<file path="config.mk">
export PLATFORM = sky130hd
export DESIGN_NAME = fetch_issue_flat
export DESIGN_NICKNAME = d
export VERILOG_FILES = /design/src/rtl/fetch_pkg.sv /design/src/rtl/fetch_issue_if.sv /design/src/rtl/fetch_decode.sv /design/src/rtl/fetch_issue.sv /design/src/flat_wrapper.sv
export SDC_FILE = /design/constraint.sdc
export NUM_CORES = 1
export LEC_CHECK = 0
export CAP_MARGIN = 20
export CELL_PAD_IN_SITES_DETAIL_PLACEMENT = 1
export CELL_PAD_IN_SITES_GLOBAL_PLACEMENT = 1
export CORE_AREA = 2 2 480 482
export DETAILED_ROUTE_END_ITERATION = 10
export DIE_AREA = 0 0 482 484
export PLACE_DENSITY = 0.55
export RECOVER_POWER = 50
export SLEW_MARGIN = 20
export SYNTH_ARGS = -nofsm -noshare
export SYNTH_HDL_FRONTEND = slang
export SYNTH_SLANG_ARGS = --single-unit
</file>
<file path="constraint.sdc">
create_clock -name clk -period 27.2 [get_ports clk]
set_input_delay 2.72 -clock clk [delete_from_list [all_inputs] [get_ports clk]]
set_output_delay 2.72 -clock clk [all_outputs]
set_load 0.02 [all_outputs]
</file>
<file path="src/rtl/fetch_pkg.sv">
// fetch_pkg: opcodes, issue unit codes, instruction field positions and
// the fetch/issue FSM state encoding shared by the front-end files.
package fetch_pkg;

    // Major opcodes in inst[31:28]
    localparam logic [3:0] OP_HALT = 4'b0001;
    localparam logic [3:0] OP_ADD  = 4'b1000;
    localparam logic [3:0] OP_MUL  = 4'b1001;
    localparam logic [3:0] OP_BGT  = 4'b1010;
    localparam logic [3:0] OP_LW   = 4'b1100;
    localparam logic [3:0] OP_SW   = 4'b1101;
    localparam logic [3:0] OP_J    = 4'b1110;
    localparam logic [3:0] OP_MV   = 4'b1111;

    // Reservation-station unit codes carried on iss_unit
    typedef enum logic [2:0] {
        UNIT_LW   = 3'b000,
        UNIT_SW   = 3'b001,
        UNIT_ADD  = 3'b010,
        UNIT_MUL  = 3'b011,
        UNIT_MV   = 3'b100,
        UNIT_HALT = 3'b101
    } unit_e;

    // Instruction field positions (msb of each field)
    localparam int OP_HI      = 31;
    localparam int REG1_HI    = 27;
    localparam int REG2_HI    = 21;
    localparam int REG3_HI    = 15;
    localparam int HASIMM_BIT = 0;

    typedef enum logic [2:0] {
        ST_FETCH  = 3'd0,
        ST_WAIT   = 3'd1,
        ST_DECODE = 3'd2,
        ST_BRANCH = 3'd3,
        ST_HALT   = 3'd4
    } state_e;

endpackage

</file>
<file path="src/rtl/fetch_issue_if.sv">
// fetch_issue_if: instruction-cache request/response, issue slot and branch
// operand lookup between the front end (master) and cache/RS side (slave).
interface fetch_issue_if #(
    parameter int WORD_W  = 32,
    parameter int BLOCK_W = 1024,
    parameter int REG_W   = 6
);
    logic               ic_req;
    logic [WORD_W-1:0]  ic_addr;
    logic               ic_rsp_valid;
    logic [BLOCK_W-1:0] ic_rsp_block;

    logic               iss_valid;
    logic               iss_ready;
    logic [2:0]         iss_unit;
    logic [REG_W-1:0]   iss_reg1;
    logic [REG_W-1:0]   iss_reg2;
    logic [REG_W-1:0]   iss_reg3;
    logic               iss_hasimm;
    logic [WORD_W-1:0]  iss_imm;
    logic [WORD_W-1:0]  iss_pc;

    logic [REG_W-1:0]   br_rs_a;
    logic [REG_W-1:0]   br_rs_b;
    logic               br_ready;
    logic [WORD_W-1:0]  br_va;
    logic [WORD_W-1:0]  br_vb;

    logic               halted;

    modport master (
        output ic_req, ic_addr,
        input  ic_rsp_valid, ic_rsp_block,
        output iss_valid, iss_unit, iss_reg1, iss_reg2, iss_reg3,
        output iss_hasimm, iss_imm, iss_pc,
        input  iss_ready,
        output br_rs_a, br_rs_b,
        input  br_ready, br_va, br_vb,
        output halted
    );

    modport slave (
        input  ic_req, ic_addr,
        output ic_rsp_valid, ic_rsp_block,
        input  iss_valid, iss_unit, iss_reg1, iss_reg2, iss_reg3,
        input  iss_hasimm, iss_imm, iss_pc,
        output iss_ready,
        input  br_rs_a, br_rs_b,
        output br_ready, br_va, br_vb,
        input  halted
    );

endinterface

</file>
<file path="src/rtl/fetch_decode.sv">
// fetch_decode: purely combinational decode of one instruction word into
// issue fields plus branch/jump classification and their offsets.
module fetch_decode
    import fetch_pkg::*;
#(
    parameter int WORD_W = 32,
    parameter int REG_W  = 6
) (
    input  logic [WORD_W-1:0] inst,
    output logic              is_issue,
    output logic              is_bgt,
    output logic              is_j,
    output logic              is_halt,
    output unit_e             unit,
    output logic [REG_W-1:0]  reg1,
    output logic [REG_W-1:0]  reg2,
    output logic [REG_W-1:0]  reg3,
    output logic              hasimm,
    output logic [WORD_W-1:0] imm,
    output logic [WORD_W-1:0] br_off,
    output logic [WORD_W-1:0] j_off
);

    logic [3:0] op;

    // Classify the word and extract its fields
    always_comb begin
        // NOTE: every output gets a default before the case so no latch is inferred.
        op       = inst[OP_HI -: 4];
        is_issue = 1'b0;
        is_bgt   = 1'b0;
        is_j     = 1'b0;
        is_halt  = 1'b0;
        unit     = UNIT_LW;
        imm      = '0;
        reg1     = inst[REG1_HI -: REG_W];
        reg2     = inst[REG2_HI -: REG_W];
        reg3     = inst[REG3_HI -: REG_W];
        hasimm   = inst[HASIMM_BIT];
        br_off   = WORD_W'($signed(inst[15:0]));
        j_off    = WORD_W'($signed(inst[27:0]));

        case (op)
            OP_ADD: begin is_issue = 1'b1; unit = UNIT_ADD; imm = WORD_W'($signed(inst[15:1])); end
            OP_MUL: begin is_issue = 1'b1; unit = UNIT_MUL; imm = WORD_W'($signed(inst[15:1])); end
            OP_LW:  begin is_issue = 1'b1; unit = UNIT_LW;  imm = WORD_W'($signed(inst[15:1])); end
            OP_SW:  begin is_issue = 1'b1; unit = UNIT_SW;  imm = WORD_W'($signed(inst[15:1])); end
            OP_MV:  begin is_issue = 1'b1; unit = UNIT_MV;  imm = WORD_W'($signed(inst[21:1])); end
            OP_HALT: begin is_issue = 1'b1; is_halt = 1'b1; unit = UNIT_HALT; end
            OP_BGT: is_bgt = 1'b1;
            OP_J:   is_j   = 1'b1;
            default: ;
        endcase
    end

endmodule

</file>
<file path="src/rtl/fetch_issue.sv">
// fetch_issue: instruction front end. Fetches cache blocks, walks them one
// word per cycle, issues ops over a valid/ready slot and resolves bgt/j locally.
// Optional feature: define FETCH_PREFETCH_EN for a second block buffer that
// prefetches the sequential next block while decoding.
module fetch_issue
    import fetch_pkg::*;
#(
    parameter int WORD_W  = 32,
    parameter int BLOCK_W = 1024,
    parameter int REG_W   = 6
) (
    input  logic          clk,
    input  logic          rst_n,
    fetch_issue_if.master bus
);

    localparam int BLOCK_BYTES = BLOCK_W / 8;
    localparam int OFF_W       = $clog2(BLOCK_BYTES);
    localparam int WPB         = BLOCK_W / WORD_W;
    localparam int WP_W        = OFF_W - 2;

    function automatic logic [WORD_W-1:0] align(input logic [WORD_W-1:0] a);
        return {a[WORD_W-1:OFF_W], {OFF_W{1'b0}}};
    endfunction

    state_e             state_q, state_d;
    logic [WORD_W-1:0]  pc_q, pc_d;
    logic [BLOCK_W-1:0] blk_q, blk_d;

`ifdef FETCH_PREFETCH_EN
    logic [BLOCK_W-1:0] nxt_q, nxt_d;
    logic               nxt_valid_q, nxt_valid_d;
    logic               pf_out_q, pf_out_d;
    logic [WORD_W-1:0]  pf_addr_q, pf_addr_d;
    logic               drop_q, drop_d;
`endif

    logic [WP_W-1:0]    wp;
    logic               last_word;
    logic [WORD_W-1:0]  cur_word;
    logic               do_adv, do_redir;
    logic [WORD_W-1:0]  redir_pc;

    logic               dec_is_issue, dec_is_bgt, dec_is_j, dec_is_halt;
    unit_e              dec_unit;
    logic [REG_W-1:0]   dec_reg1, dec_reg2, dec_reg3;
    logic               dec_hasimm;
    logic [WORD_W-1:0]  dec_imm, dec_br_off, dec_j_off;

    assign wp        = pc_q[OFF_W-1:2];
    assign last_word = &wp;

    // Select the word under the word pointer; word 0 sits in the top bits
    always_comb begin
        cur_word = '0;
        for (int i = 0; i < WPB; i++) begin
            if (wp == WP_W'(i)) cur_word = blk_q[BLOCK_W-1-i*WORD_W -: WORD_W];
        end
    end

    fetch_decode #(.WORD_W(WORD_W), .REG_W(REG_W)) u_decode (
        .inst     (cur_word),
        .is_issue (dec_is_issue),
        .is_bgt   (dec_is_bgt),
        .is_j     (dec_is_j),
        .is_halt  (dec_is_halt),
        .unit     (dec_unit),
        .reg1     (dec_reg1),
        .reg2     (dec_reg2),
        .reg3     (dec_reg3),
        .hasimm   (dec_hasimm),
        .imm      (dec_imm),
        .br_off   (dec_br_off),
        .j_off    (dec_j_off)
    );

    // Control state register with asynchronous reset
    always_ff @(posedge clk or negedge rst_n) begin
        // NOTE: sequential state uses non-blocking assignments only.
        if (!rst_n) begin
            state_q     <= ST_FETCH;
            pc_q        <= '0;
`ifdef FETCH_PREFETCH_EN
            nxt_valid_q <= 1'b0;
            pf_out_q    <= 1'b0;
            pf_addr_q   <= '0;
            drop_q      <= 1'b0;
`endif
        end else begin
            state_q     <= state_d;
            pc_q        <= pc_d;
`ifdef FETCH_PREFETCH_EN
            nxt_valid_q <= nxt_valid_d;
            pf_out_q    <= pf_out_d;
            pf_addr_q   <= pf_addr_d;
            drop_q      <= drop_d;
`endif
        end
    end

    // Block buffers hold data only; their contents are qualified by the FSM
    always_ff @(posedge clk) begin
        // NOTE: wide data buffers are not reset; state/valid flags gate their use.
        blk_q <= blk_d;
`ifdef FETCH_PREFETCH_EN
        nxt_q <= nxt_d;
`endif
    end

    // Next state, PC and buffer updates
    always_comb begin
        state_d  = state_q;
        pc_d     = pc_q;
        blk_d    = blk_q;
        do_adv   = 1'b0;
        do_redir = 1'b0;
        redir_pc = pc_q;
`ifdef FETCH_PREFETCH_EN
        nxt_d       = nxt_q;
        nxt_valid_d = nxt_valid_q;
        pf_out_d    = pf_out_q;
        pf_addr_d   = pf_addr_q;
        drop_d      = drop_q;
        // Prefetch response outside WAIT fills the second buffer unless stale
        if (pf_out_q && bus.ic_rsp_valid && state_q != ST_WAIT) begin
            pf_out_d = 1'b0;
            drop_d   = 1'b0;
            if (!drop_q) begin
                nxt_d       = bus.ic_rsp_block;
                nxt_valid_d = 1'b1;
            end
        end
`endif

        unique case (state_q)
            ST_FETCH: begin
`ifdef FETCH_PREFETCH_EN
                // A stale prefetch must drain before a new request goes out
                if (!pf_out_q) state_d = ST_WAIT;
`else
                state_d = ST_WAIT;
`endif
            end
            ST_WAIT: begin
                if (bus.ic_rsp_valid) begin
                    blk_d   = bus.ic_rsp_block;
                    state_d = ST_DECODE;
`ifdef FETCH_PREFETCH_EN
                    pf_out_d = 1'b0;
`endif
                end
            end
            ST_DECODE: begin
                if (dec_is_issue) begin
                    if (bus.iss_ready) begin
                        if (dec_is_halt) begin
                            state_d = ST_HALT;
`ifdef FETCH_PREFETCH_EN
                            nxt_valid_d = 1'b0;
                            if (pf_out_d) drop_d = 1'b1;
`endif
                        end else begin
                            do_adv = 1'b1;
                        end
                    end
                end else if (dec_is_bgt) begin
                    state_d = ST_BRANCH;
                end else if (dec_is_j) begin
                    do_redir = 1'b1;
                    redir_pc = pc_q + dec_j_off;
                end else begin
                    do_adv = 1'b1;
                end
            end
            ST_BRANCH: begin
                if (bus.br_ready) begin
                    if ($signed(bus.br_va) > $signed(bus.br_vb)) begin
                        do_redir = 1'b1;
                        redir_pc = pc_q + dec_br_off;
                    end else begin
                        do_adv = 1'b1;
                    end
                end
            end
            ST_HALT: ;
            default: state_d = ST_FETCH;
        endcase

        if (do_adv) begin
            pc_d    = pc_q + WORD_W'(4);
            state_d = ST_DECODE;
            if (last_word) begin
`ifdef FETCH_PREFETCH_EN
                if (nxt_valid_q) begin
                    blk_d       = nxt_q;
                    nxt_valid_d = 1'b0;
                end else if (pf_out_q && !drop_q && bus.ic_rsp_valid) begin
                    blk_d       = bus.ic_rsp_block;
                    nxt_valid_d = 1'b0;
                end else if (pf_out_q && !drop_q) begin
                    state_d = ST_WAIT;
                end else begin
                    state_d = ST_FETCH;
                end
`else
                state_d = ST_FETCH;
`endif
            end
        end

        if (do_redir) begin
            pc_d = redir_pc;
`ifdef FETCH_PREFETCH_EN
            nxt_valid_d = 1'b0;
            if (pf_out_d) drop_d = 1'b1;
            state_d = (align(redir_pc) == align(pc_q)) ? ST_DECODE : ST_FETCH;
`else
            state_d = ST_FETCH;
`endif
        end

`ifdef FETCH_PREFETCH_EN
        // Request the block after the one being decoded, once per block
        if (state_d == ST_DECODE && !pf_out_d && !nxt_valid_d) begin
            pf_out_d  = 1'b1;
            pf_addr_d = align(pc_d) + WORD_W'(BLOCK_BYTES);
        end
`endif
    end

    // Outputs decoded from state; issue fields are zero unless the slot is valid
    always_comb begin
`ifdef FETCH_PREFETCH_EN
        bus.ic_req  = (state_q == ST_WAIT) || pf_out_q;
        bus.ic_addr = pf_out_q ? pf_addr_q : align(pc_q);
`else
        bus.ic_req  = (state_q == ST_WAIT);
        bus.ic_addr = align(pc_q);
`endif
        bus.iss_valid  = 1'b0;
        bus.iss_unit   = '0;
        bus.iss_reg1   = '0;
        bus.iss_reg2   = '0;
        bus.iss_reg3   = '0;
        bus.iss_hasimm = 1'b0;
        bus.iss_imm    = '0;
        bus.iss_pc     = '0;
        bus.br_rs_a    = '0;
        bus.br_rs_b    = '0;
        bus.halted     = (state_q == ST_HALT);

        if (state_q == ST_DECODE && dec_is_issue) begin
            bus.iss_valid  = 1'b1;
            bus.iss_unit   = dec_unit;
            bus.iss_reg1   = dec_reg1;
            bus.iss_reg2   = dec_reg2;
            bus.iss_reg3   = dec_reg3;
            bus.iss_hasimm = dec_hasimm;
            bus.iss_imm    = dec_imm;
            bus.iss_pc     = pc_q;
        end

        if (state_q == ST_BRANCH) begin
            bus.br_rs_a = dec_reg1;
            bus.br_rs_b = dec_reg2;
        end
    end

endmodule

</file>
<file path="src/flat_wrapper.sv">
// flat-port wrapper written by rule: the top's interface ports become plain ports
module fetch_issue_flat import fetch_pkg::*;
#(
    parameter int WORD_W  = 32,
    parameter int BLOCK_W = 1024,
    parameter int REG_W   = 6
)
  (clk, rst_n, bus_ic_req, bus_ic_addr, bus_ic_rsp_valid, bus_ic_rsp_block, bus_iss_valid, bus_iss_unit, bus_iss_reg1, bus_iss_reg2, bus_iss_reg3, bus_iss_hasimm, bus_iss_imm, bus_iss_pc, bus_iss_ready, bus_br_rs_a, bus_br_rs_b, bus_br_ready, bus_br_va, bus_br_vb, bus_halted);
  fetch_issue_if #(.WORD_W(WORD_W), .BLOCK_W(BLOCK_W), .REG_W(REG_W)) bus_i ();
  input  logic clk;
  input  logic rst_n;
  output wire logic [$bits(bus_i.ic_req)-1:0] bus_ic_req;
  output wire logic [$bits(bus_i.ic_addr)-1:0] bus_ic_addr;
  input wire logic [$bits(bus_i.ic_rsp_valid)-1:0] bus_ic_rsp_valid;
  input wire logic [$bits(bus_i.ic_rsp_block)-1:0] bus_ic_rsp_block;
  output wire logic [$bits(bus_i.iss_valid)-1:0] bus_iss_valid;
  output wire logic [$bits(bus_i.iss_unit)-1:0] bus_iss_unit;
  output wire logic [$bits(bus_i.iss_reg1)-1:0] bus_iss_reg1;
  output wire logic [$bits(bus_i.iss_reg2)-1:0] bus_iss_reg2;
  output wire logic [$bits(bus_i.iss_reg3)-1:0] bus_iss_reg3;
  output wire logic [$bits(bus_i.iss_hasimm)-1:0] bus_iss_hasimm;
  output wire logic [$bits(bus_i.iss_imm)-1:0] bus_iss_imm;
  output wire logic [$bits(bus_i.iss_pc)-1:0] bus_iss_pc;
  input wire logic [$bits(bus_i.iss_ready)-1:0] bus_iss_ready;
  output wire logic [$bits(bus_i.br_rs_a)-1:0] bus_br_rs_a;
  output wire logic [$bits(bus_i.br_rs_b)-1:0] bus_br_rs_b;
  input wire logic [$bits(bus_i.br_ready)-1:0] bus_br_ready;
  input wire logic [$bits(bus_i.br_va)-1:0] bus_br_va;
  input wire logic [$bits(bus_i.br_vb)-1:0] bus_br_vb;
  output wire logic [$bits(bus_i.halted)-1:0] bus_halted;
  assign bus_ic_req = bus_i.ic_req;
  assign bus_ic_addr = bus_i.ic_addr;
  assign bus_i.ic_rsp_valid = bus_ic_rsp_valid;
  assign bus_i.ic_rsp_block = bus_ic_rsp_block;
  assign bus_iss_valid = bus_i.iss_valid;
  assign bus_iss_unit = bus_i.iss_unit;
  assign bus_iss_reg1 = bus_i.iss_reg1;
  assign bus_iss_reg2 = bus_i.iss_reg2;
  assign bus_iss_reg3 = bus_i.iss_reg3;
  assign bus_iss_hasimm = bus_i.iss_hasimm;
  assign bus_iss_imm = bus_i.iss_imm;
  assign bus_iss_pc = bus_i.iss_pc;
  assign bus_i.iss_ready = bus_iss_ready;
  assign bus_br_rs_a = bus_i.br_rs_a;
  assign bus_br_rs_b = bus_i.br_rs_b;
  assign bus_i.br_ready = bus_br_ready;
  assign bus_i.br_va = bus_br_va;
  assign bus_i.br_vb = bus_br_vb;
  assign bus_halted = bus_i.halted;
  fetch_issue #(.WORD_W(WORD_W), .BLOCK_W(BLOCK_W), .REG_W(REG_W)) u_core (.clk(clk), .rst_n(rst_n), .bus(bus_i));
endmodule
</file>
==> flow_metrics.tcl <==
set metrics [dict create \
    ys_warn_count 0 \
    wirelength_um 280000 \
    gp_congestion 0.893 \
    ff_latch_area_mm2 0.0316 \
    grt_pass1_wl_um 363000 \
    drcViolationCount 0 \
    grt-ovfl-total 0 \
    finalSetupTns_ps 0 \
    fillers 24800 \
    worst_slack_ps 13560 \
    ys.flop_type "edfxtp_1" \
    crit_path_end_kind "flip-flop" \
    p_leak_nw 22.8 \
    drive_above_1_share 0.0874 \
    first_global_vias 39200 \
    syn_to_final_growth_pct 44.4 \
    clock_latency_ps 820 \
    syn-cell-area_mm2 0.0467 \
    final-hold-violation-count 0 \
    violations "capacitance limit, slew limit" \
    worst_slew_pin_slew_ps 9420 \
    yosysTopAreaCell "edfxtp_1" \
    peakVddDrop_mv 0.0725 \
    dpl.hpwl_um 223000 \
    cp_slowest_stage_delay_ps 6530 \
    yosys-top-cells-area "edfxtp_1 66%, nor2_1 2.3%, a21oi_1 2.2%" \
    rows 176 \
    cts_root_buf "clkbuf_16" \
    cp_data_required_time_ps 27630 \
    status "finished, violations left" \
    cts-htree-levels 4 \
    drtIter0Drc 3948 \
    cts_resized 0 \
    path_max_fanout 153 \
    maxSlewViolCount 234 \
    crit_chain "dlygate4sd3_1 -> and2_0 -> clkbuf_1 -> buf_4 -> buf_6 -> buf_4" \
    dieArea_mm2 0.233 \
    cts_setup_buffers 0 \
    syn-mean-instance-area_um2 13.3 \
    dpl_cell_area_mm2 0.0626 \
    final_nets 5887 \
    ys_seq_elements 1059 \
    ant_nets 0 \
    clkSinkCount 1059 \
    rsz0062_at_grt "no" \
    io_pins 1226 \
    die_x_um 482 \
    die_y_um 484 \
    antenna_found_initial 246 \
    multi_input_area_mm2 0.0138 \
    synth_commonest_cells "1,024 x edfxtp_1, 283 x nor2_1, 236 x nand2_1" \
    yosysUniqueCellTypes 95 \
    crit_slowest_cell "clkbuf_1" \
    ys_seq_area_frac 0.677 \
    path_clk_slew_ps 50 \
    synthArstFlopShare 0.0331 \
    dp_slack_ps 16050 \
    powerDensity_mw_per_mm2 125 \
    crit_type "in -> reg" \
    crit_top_cell "buf_4" \
    period_share 0.502 \
    cp.arrival_ps 14070 \
    synth_top_area_share 0.659 \
    setup_viol 0 \
    vias 38700 \
    wl_per_cell_um 35.2 \
    cts_buffers 135 \
    grt_max_degree 154 \
    fmax_mhz 73.3 \
    clockBufferDepth 3 \
    maxSlewHeadroom -5.28 \
    crit_path_start_kind "input port" \
    clock_skew_ps 74.3 \
    synth.most_common_cell "edfxtp_1" \
    via_per_inst 4.86 \
    finalCriticalPeriod_ps 13640 \
    hold_buffers 0 \
    final_area_mm2 0.0674 \
    first_pass_iters 7 \
    hp-class "reg -> reg" \
    core_mm2 0.229 \
    place.port_buffers 1218 \
    drv_cap 3 \
    grt_use_total 0.232 \
    synth_edf_count 1024 \
    netlist_instances 3507 \
    cts_tree "yes" \
    initial_core_util 0.204 \
]
## cell type report
cell class / instances / area share
repair buffers: 1340 / 0.195
well taps: 3026 / 0.0562
inverters: 65 / 0.00362
flip-flops and latches: 1059 / 0.469
clock buffers: 154 / 0.0513
clock inverters: 88 / 0.0158
multi-input cells: 2123 / 0.205
diodes: 103 / 0.00382
## cell usage in the layout (no fill, tap or decap), types with 21 or more instances in the layout
cell	count
clkdlybuf4s50_1	192
nand4_1	21
nand3_1	52
ha_1	63
o221ai_1	42
dfrtp_1	32
xnor2_1	40
clkbuf_1	21
nor4_1	21
buf_4	115
nand2_1	236
o211ai_1	57
o21a_1	32
and2_1	21
and3_1	49
clkbuf_16	135
nor2_1	279
diode_2	103
inv_1	63
a221oi_1	91
dlygate4sd3_1	1025
edfxtp_1	1024
mux2i_1	23
o22ai_1	84
a221o_1	47
a22oi_1	36
nor3_1	68
clkinv_1	30
a211oi_1	30
o21ai_0	185
a21oi_1	205
a31oi_1	35
## state kept, by name, indices dropped and copies added, names as in the netlist
name            flops
u_core.blk_q     1024
u_core.state_q      3
u_core.pc_q        32
## worst paths after layout
kind	startpoint	endpoint	slack (ps)	cells after the start
max reg2reg	u_core.state_q[0]	u_core.blk_q[531]	14930	6
min in group asynchronous	rst_n	u_core.pc_q[1]	2730	1
min	u_core.pc_q[31]	u_core.pc_q[31]	520	1
min reg2reg	u_core.pc_q[31]	u_core.pc_q[31]	520	1
max in group asynchronous	rst_n	u_core.pc_q[5]	22650	1
max	bus_ic_rsp_valid	u_core.blk_q[531]	13560	6
## metrics by stage
stage	util	hold slack [ps]	cells	power, mW
final	0.295	515	7958	8.41
after floorplan	-	456	3513	4.97
after detailed placement	0.274	516	7613	6.63
after global routing	0.295	578	7926	8.78
after CTS	0.294	524	7855	8.51
after global placement	0.274	508	7610	6.57
## worst max-delay path, delay by kind of cell
kind / cells / cell delay [ps]
buffers and inverters: 5 / 10090
AND/OR/NAND/NOR: 1 / 870
## routing by layer
layer,GRT usage,part of all wire,vias to the layer above
li1,-,-,16400
met1,0.283,0.40,19600
met2,0.393,0.49,2020
met3,0.0520,0.067,575
met4,0.0957,0.042,100
met5,0,0.0023,-
## cells by family (layout without fill, tap and decap cells)
logic type | after synthesis | after routing | share of synthesized area
AOI/OAI and AO/OA | 1041 | 1041 | 0.155
adders and majority gates | 70 | 70 | 0.0189
xor gates and xnor gates | 55 | 55 | 0.0103
buffers and inverters | 331 | 1647 | 0.0334
DFF | 1059 | 1059 | 0.677
muxes | 25 | 25 | 0.00541
and+or+nand+nor | 925 | 925 | 0.0998
other | 1 | 110 | 0.0000803
## report_power, final
group | internal [mW] | switching, mW | leakage (nW) | total, mW
clock network | 1.05 | 0.799 | 2.17 | 1.85
logic | 1.26 | 2.81 | 10.8 | 4.07
registers | 2.27 | 0.235 | 9.90 | 2.50
Note: power is estimated with default switching activity, not from simulation.
